### config.mk
export PLATFORM = sky130hd
export DESIGN_NAME = seg14_scroll_mux
export DESIGN_NICKNAME = d
export VERILOG_FILES = /design/src/rtl/seg14_scroll_mux.sv
export SDC_FILE = /design/constraint.sdc
export NUM_CORES = 1
export LEC_CHECK = 0
export CAP_MARGIN = 20
export CORE_UTILIZATION = 55
export DETAILED_ROUTE_END_ITERATION = 8
export PLACE_DENSITY_LB_ADDON = 0.15
export REMOVE_ABC_BUFFERS = 1
export SYNTH_ARGS = -nofsm -noshare
export SYNTH_HDL_FRONTEND = slang
export SYNTH_SLANG_ARGS = --single-unit
### constraint.sdc
create_clock -name clk -period 3.95 [get_ports clk]
set_input_delay 0.395 -clock clk [delete_from_list [all_inputs] [get_ports clk]]
set_output_delay 0.395 -clock clk [all_outputs]
set_load 0.005 [all_outputs]
### src/rtl/seg14_scroll_mux.sv
// rtl/seg14_scroll_mux.sv - multiplexed 14-segment driver with message RAM and scrolling (option: SEG14_BLINK_EN)
module seg14_scroll_mux #(
  parameter int NDIG    = 12,
  parameter int DEPTH   = 32,
  parameter int DIG_DIV = 1,
  localparam int AW = $clog2(DEPTH),
`ifdef SEG14_BLINK_EN
  localparam int CW = 7
`else
  localparam int CW = 6
`endif
) (
  input  logic            clk,
  input  logic            rst,
  input  logic            wr_en,
  input  logic [AW-1:0]   wr_addr,
  input  logic [CW-1:0]   wr_data,
  input  logic [AW:0]     msg_len,
  input  logic            scroll_en,
  input  logic [7:0]      scroll_div,
  output logic [NDIG-1:0] sel,
  output logic [13:0]     segm,
  output logic            frame_tick
);

  localparam int DW = $clog2(NDIG);
  localparam logic [15:0]     DIV_LAST = 16'(DIG_DIV - 1);
  localparam logic [DW-1:0]   DIG_LAST = DW'(NDIG - 1);
  localparam logic [NDIG-1:0] ONE      = NDIG'(1);

  // Segment order, bit 13 down to 0: a b c d e f g1 g2 h j k l m n
  function automatic logic [13:0] glyph(input logic [5:0] c);
    case (c)
      6'd0:  glyph = 14'b11111100001100;
      6'd1:  glyph = 14'b01100000001000;
      6'd2:  glyph = 14'b11011011000000;
      6'd3:  glyph = 14'b11110001000000;
      6'd4:  glyph = 14'b01100111000000;
      6'd5:  glyph = 14'b10110111000000;
      6'd6:  glyph = 14'b10111111000000;
      6'd7:  glyph = 14'b11100000000000;
      6'd8:  glyph = 14'b11111111000000;
      6'd9:  glyph = 14'b11110111000000;
      6'd10: glyph = 14'b11101111000000; // A
      6'd11: glyph = 14'b11110001010010; // B
      6'd12: glyph = 14'b10011100000000; // C
      6'd13: glyph = 14'b11110000010010; // D
      6'd14: glyph = 14'b10011110000000; // E
      6'd15: glyph = 14'b10001110000000; // F
      6'd16: glyph = 14'b10111101000000; // G
      6'd17: glyph = 14'b01101111000000; // H
      6'd18: glyph = 14'b10010000010010; // I
      6'd19: glyph = 14'b01111000000000; // J
      6'd20: glyph = 14'b00001110001001; // K
      6'd21: glyph = 14'b00011100000000; // L
      6'd22: glyph = 14'b01101100101000; // M
      6'd23: glyph = 14'b01101100100001; // N
      6'd24: glyph = 14'b11111100000000; // O
      6'd25: glyph = 14'b11001111000000; // P
      6'd26: glyph = 14'b11111100000001; // Q
      6'd27: glyph = 14'b11001111000001; // R
      6'd28: glyph = 14'b10110111000000; // S
      6'd29: glyph = 14'b10000000010010; // T
      6'd30: glyph = 14'b01111100000000; // U
      6'd31: glyph = 14'b00001100001100; // V
      6'd32: glyph = 14'b01101100000101; // W
      6'd33: glyph = 14'b00000000101101; // X
      6'd34: glyph = 14'b00000000101010; // Y
      6'd35: glyph = 14'b10010000001100; // Z
      default: glyph = 14'b0;
    endcase
  endfunction

  logic [CW-1:0] buffer [DEPTH];
  logic [15:0]   presc;
  logic [DW-1:0] dig;
  logic [AW-1:0] ptr, offset;
  logic [7:0]    frame_cnt;
  logic [AW:0]   len_q;
  logic          scroll_q;

  logic          step, last_dig, eff_scroll, blank, hide;
  logic [AW:0]   eff_len;
  logic [AW-1:0] eff_off, cur, next_ptr, next_off;
  logic [CW-1:0] ch;

  assign step     = (presc == DIV_LAST);
  assign last_dig = (dig == DIG_LAST);

  // Message RAM: plain registers, no reset, read is combinational so a same-edge write is seen one slot later
  always_ff @(posedge clk) begin
    if (wr_en) buffer[wr_addr] <= wr_data;
  end

  // Slot decode: at digit 0 the live length/mode are used and the start offset is sanitised
  always_comb begin
    eff_len    = len_q;
    eff_scroll = scroll_q;
    eff_off    = offset;
    cur        = ptr;
    if (dig == '0) begin
      eff_len    = msg_len;
      eff_scroll = scroll_en;
      if (!scroll_en || (msg_len <= {1'b0, offset})) eff_off = '0;
      cur = eff_off;
    end
    ch       = buffer[cur];
    blank    = (eff_len == '0) || (!eff_scroll && (32'(dig) >= 32'(eff_len)));
    next_ptr = ({1'b0, cur} == eff_len - 1'b1) ? '0 : cur + 1'b1;
    next_off = ({1'b0, offset} == len_q - 1'b1) ? '0 : offset + 1'b1;
  end

`ifdef SEG14_BLINK_EN
  logic [4:0] blink_cnt;
  logic       blink_phase;

  // Blink phase flips every 32 frames
  always_ff @(posedge clk) begin
    if (rst) begin
      blink_cnt   <= '0;
      blink_phase <= 1'b0;
    end else if (step && last_dig) begin
      blink_cnt <= blink_cnt + 1'b1;
      if (blink_cnt == 5'd31) blink_phase <= ~blink_phase;
    end
  end

  assign hide = blank || (blink_phase && ch[6]);
`else
  assign hide = blank;
`endif

  // Digit scan, character pointer and scroll offset; all outputs registered
  always_ff @(posedge clk) begin
    if (rst) begin
      sel        <= '0;
      segm       <= '0;
      frame_tick <= 1'b0;
      presc      <= '0;
      dig        <= '0;
      ptr        <= '0;
      offset     <= '0;
      frame_cnt  <= '0;
      len_q      <= '0;
      scroll_q   <= 1'b0;
    end else begin
      frame_tick <= step && last_dig;
      presc      <= step ? '0 : presc + 1'b1;
      if (step) begin
        sel  <= ONE << dig;
        segm <= hide ? 14'b0 : glyph(ch[5:0]);
        dig  <= last_dig ? '0 : dig + 1'b1;
        ptr  <= next_ptr;
        if (dig == '0) begin
          len_q    <= msg_len;
          scroll_q <= scroll_en;
          offset   <= eff_off;
          if (!scroll_en) frame_cnt <= '0;
        end
        if (last_dig && scroll_q) begin
          if (frame_cnt == scroll_div) begin
            frame_cnt <= '0;
            offset    <= next_off;
          end else begin
            frame_cnt <= frame_cnt + 1'b1;
          end
        end
      end
    end
  end

endmodule
# == Word level (Yosys, flattened, before mapping) ==
# Memories as Yosys holds them, arrays and structs flattened.
# Index checks and enable logic that the tools add are counted.
# W data, S select, Z words.
# word_totals
register_bits,72
mem_bits_rw,192
rom_bits,896
input_bits,29
out_inout_bits,27
word_cells,57
mem_count,2
# op_classes
addsub,7
n_lt_le_gt_ge,2
n_eq_ne,5
shift,1
n_mux,17
n_reduce_logical,13
# mem_list
name,words,word_bits,rd,rd_ports_with_merged_regs,wr,line,text
(name not given),64,14,1,0,0,33,case (c)
buffer,32,6,1,0,1,74,logic [CW-1:0] buffer [DEPTH];
# ops
op,count
$mux W5,7
$mux W8,4
$add A16 B1 Y16 const B,1
$logic_not A16 Y1,1
$mux W14,1
$eq A5 B6 Y1,2
$shl A1 B4 Y12 const A,1
$sub A6 B1 Y6 const B,2
$add A5 B1 Y5 const B,2
$add A8 B1 Y8 const B,1
$eq A8 B8 Y1,1
$ge A4 B6 Y1,1
$le A6 B5 Y1,1
$logic_not A6 Y1,1
$mux W6,1
$add A4 B1 Y4 const B,1
$eq A4 B4 Y1 const B,1
$logic_not A4 Y1,1
$mux W4,1
$logic_and A1 B1 Y1,3
$mux W1,3
$reduce_and A3 Y1,1
$logic_not A1 Y1,2
$logic_or A1 B1 Y1,2
3 further kinds,3

# == Longest topological paths before layout ==
# An unclocked memory read counts as a cell.
# depth
ltp_word,7
ltp_mapped,24
depth_no_buf,19

# == Worst setup path before layout ==
# No wires, ideal clock.
# synth_path
kind,reg-to-reg
startpoint,reg offset[1]
endpoint,reg segm[12]
setup_time_ps,116
arrival_time_ps,4035
required_time_ps,3834
path_slack_ps,-202
path_stages_with_launch,20
n_path_buf,3
period_less_slack_ps,4152
cell_sequence,dfxtp_1 clkbuf_1 inv_1 ha_1 nand2b_1 a21oi_1 buf_2 o211ai_4 o41ai_2 clkbuf_1 a222oi_1 a22o_1 nor3_2 inv_1 ha_1 inv_1 mux2i_1 nor3b_1 o21ai_0 a31o_2
# synth_between
elab_chain_len,7
# synth_rtl
item,line,text
start: declaration,77,"logic [AW-1:0] ptr, offset;"
start signal: assignment,157,offset <= eff_off;
start signal: assignment,163,offset <= next_off;
$le A6 B5 Y1,104,"if (!scroll_en || (msg_len <= {1'b0, offset})) eff_off = '0;"
$logic_or A1 B1 Y1,104,
$mux W5 *,104,
$mux W5 *,101,if (dig == '0) begin
$mem_v2 Z32 W6 *,--,
$mem_v2 Z64 W14 *,--,
$mux W14 *,151,segm <= hide ? 14'b0 : glyph(ch[5:0]);
end signal: assignment,151,
end: declaration,22,"output logic [13:0] segm,"
# Every way passes the cells marked *; elsewhere a longest branch is shown, timed or not.
# A chain may end at the register's enable or synchronous reset.

# == Worst setup path after layout ==
# layout_path
startpoint,reg offset[4]
endpoint,reg segm[9]
# The elaborated chain is that of the path after synthesis.

==> impl_metrics.json <==
{
  "outcome": "complete, no violations",
  "total_leakage_power_nw": 6.26,
  "fin_area_um2": 16200,
  "die_x_um": 154,
  "drc": 0,
  "core_um2": 22700,
  "dieArea_um2": 23800,
  "p_total_mw": 7.06,
  "yosysTopAreaCellShare_pct": 45.2,
  "num_vias": 9964,
  "grt_pass1_wl_um": 52500,
  "io_pins": 56,
  "synth-seq-cells": 264,
  "maxSlewViolCount": 0,
  "synthTopCellsByArea": "edfxtp_1 (45%), dfxtp_1 (11%), mux2i_1 (4.8%), nand2_1 (4.8%), a21oi_1 (2.9%)",
  "highest_layer": "met4",
  "critPathLaunchType": "register",
  "cts.sinks": 264,
  "cts_tree": "done",
  "clk_latency_ns": 0.58,
  "start_util_pct": 56.1,
  "syn_avg_cell_area_um2": 11.1,
  "drive_above_1_share_pct": 24.3,
  "first_global_vias": 9547,
  "placed_cells": 1603,
  "final_nets": 1427,
  "met2_length_um": 16100,
  "track_usage_pct": 28.7,
  "hold_viol_final": 0,
  "synth_async_sr_flop_share_pct": 0,
  "clock.fmax_mhz": 254,
  "synth_ff_type": "edfxtp_1",
  "rows": 55,
  "drt-met1-wl_um": 14600,
  "post_dp_cell_area_um2": 14700,
  "synthCells": 1152,
  "dp_hpwl_um": 23200,
  "worstMarginPinSlew_ns": 1.09,
  "post-route-util_pct": 71.5,
  "setup_ws_ns": 0.00796,
  "finalCriticalPeriod_ns": 3.94,
  "arrival_ns": 4.38,
  "max_cap_viol_count": 0,
  "slew-limit-headroom_pct": 26.9,
  "diodes": 0,
  "route.met3.wl_um": 2110,
  "clock_skew_ns": 0.0456,
  "hold_path_depth": 2,
  "synth.most_common_cell": "edfxtp_1",
  "dp_slack_ns": -0.674,
  "final-instance-count-excl-fill": 1676,
  "cts_max_path_buffers": 3,
  "critical_path_class": "reg -> reg",
  "ys_warn_count": 0,
  "grt_max_degree": 37,
  "io_buffers": 55,
  "first_pass_iters": 5,
  "grt_overflow": 0,
  "syn_to_final_growth_pct": 27.4,
  "postRouteAntennaNets": 0,
  "vias_per_cell": 5.95,
  "antenna_found_initial": 0,
  "synthesis.area_um2": 12700,
  "critPathCaptureType": "register",
  "setup_tns_ns": 0,
  "wl_per_cell_um": 20.3,
  "fin_crit_sh_pct": 99.8,
  "synth_common_cells": "edfxtp_1 (192), nand2_1 (162), nor2_1 (87), a21oi_1 (73), dfxtp_1 (72)",
  "crit_fanout": 7,
  "ff2ff_path_depth": 20,
  "hold_path.class": "reg -> reg",
  "wirelength_um": 34000,
  "filler_cell_count": 1615,
  "numCtsBuffers": 28,
  "place_congestion": 0.933,
  "required_ns": 4.38,
  "power.density_nw_per_um2": 435,
  "rsz0062_at_grt": "yes",
  "peakVddDrop_mv": 0.361,
  "synth_edf_count": 192,
  "clk_pin_slew_ns": 0.06,
  "drt_iter0_markers": 984,
  "ys_seq_area_share_pct": 56.5,
  "synth_top_area_cell": "edfxtp_1",
  "setup_viol": 0,
  "holdWs_ns": 0.447,
  "ys_types": 88,
  "cts_max_level": 1,
  "die_y_um": 154,
  "ctsRootBufferMaster": "clkbuf_16"
}
## layer usage
metal	up-vias	global-route usage (%)
met4	0	9.90
met1	4779	39.9
met2	398	47.1
met3	80	3.11
met5	-	0
li1	4707	-
## cell families after synthesis
kind of cell / Yosys count / share of synthesized area, %
AOI/OAI and AO/OA: 257 / 13.7
xor gates and xnor gates: 44 / 3.02
adders and majority gates: 29 / 2.85
buffers and inverters: 89 / 3.71
DFF: 264 / 56.5
muxes: 69 / 5.50
and+or+nand+nor: 400 / 14.7
## repair_timing
action | in CTS | in global routing
setup buffers | 6 | 13
pin swaps | 11 | 21
cloned | 1 | 1
gates resized for setup | 21 | 72
hold buffers | 0 | 0
endpoints found under the setup margin | 14 | 14
## final cells by class
type / count / area (µm²) / area share (%)
Sequential cell: 264 / 7210 / 44.4
Multi-Input combinational cell: 799 / 5420 / 33.4
Timing Repair Buffer: 249 / 2230 / 13.7
Clock buffer: 36 / 761 / 4.69
Tap cell: 285 / 357 / 2.20
Clock inverter: 16 / 158 / 0.971
Inverter: 27 / 101 / 0.624
## where the power goes
| part | internal [mW] | switching (mW) |
|---|---|---|
| Combinational | 0.681 | 0.703 |
| Clock | 1.50 | 1.10 |
| Sequential | 3.04 | 0.0414 |
## flip-flops by register name, summed over array words and instances, names as in the netlist
register	count
buffer	192
presc	16
scroll_q	1
dig	4
frame_tick	1
segm	14
ptr	5
len_q	6
offset	5
frame_cnt	8
sel	12
## worst max-delay path: stages (launching register included)
cell and delay (ns):
dfxtp_2 0.33, inv_2 0.05, ha_4 0.28, nand4b_1 0.14, or2_4 0.29, o211a_4 0.17
a21oi_4 0.22, buf_12 0.18, buf_12 0.11, buf_12 0.11, mux2i_1 0.20, buf_4 0.17
o2111ai_4 0.14, o22ai_2 0.15, buf_4 0.15, a211oi_2 0.04, buf_4 0.17, or2_2 0.33
o221ai_1 0.17, o21ai_1 0.11, a221o_1 0.32
## final timing paths
| path | slack [ns] | start | to |
|---|---|---|---|
| max reg2reg | 0.008 | offset[4] | segm[9] |
| max | 0.008 | offset[4] | segm[9] |
| min reg2reg | 0.45 | sel[1] | sel[1] |
| min | 0.45 | sel[1] | sel[1] |
## placed cells by master (no fill, tap or decap), types with 10 or more instances in the layout
cell type / netlist / routed
ha_1: 29 / 21
nor2_1: 87 / 87
buf_4: 3 / 171
clkbuf_16: 0 / 28
xnor2_1: 26 / 26
nor3_1: 15 / 12
a21oi_1: 73 / 66
nand3_1: 37 / 37
o21ai_0: 53 / 48
o211ai_1: 25 / 25
mux2i_1: 61 / 57
nand2_1: 162 / 161
inv_1: 25 / 19
dfxtp_1: 72 / 69
and3_1: 28 / 28
edfxtp_1: 192 / 192
xor2_1: 18 / 18
o22ai_1: 14 / 10
clkdlybuf4s50_1: 0 / 55
Note: power is estimated with default switching activity, not from simulation.
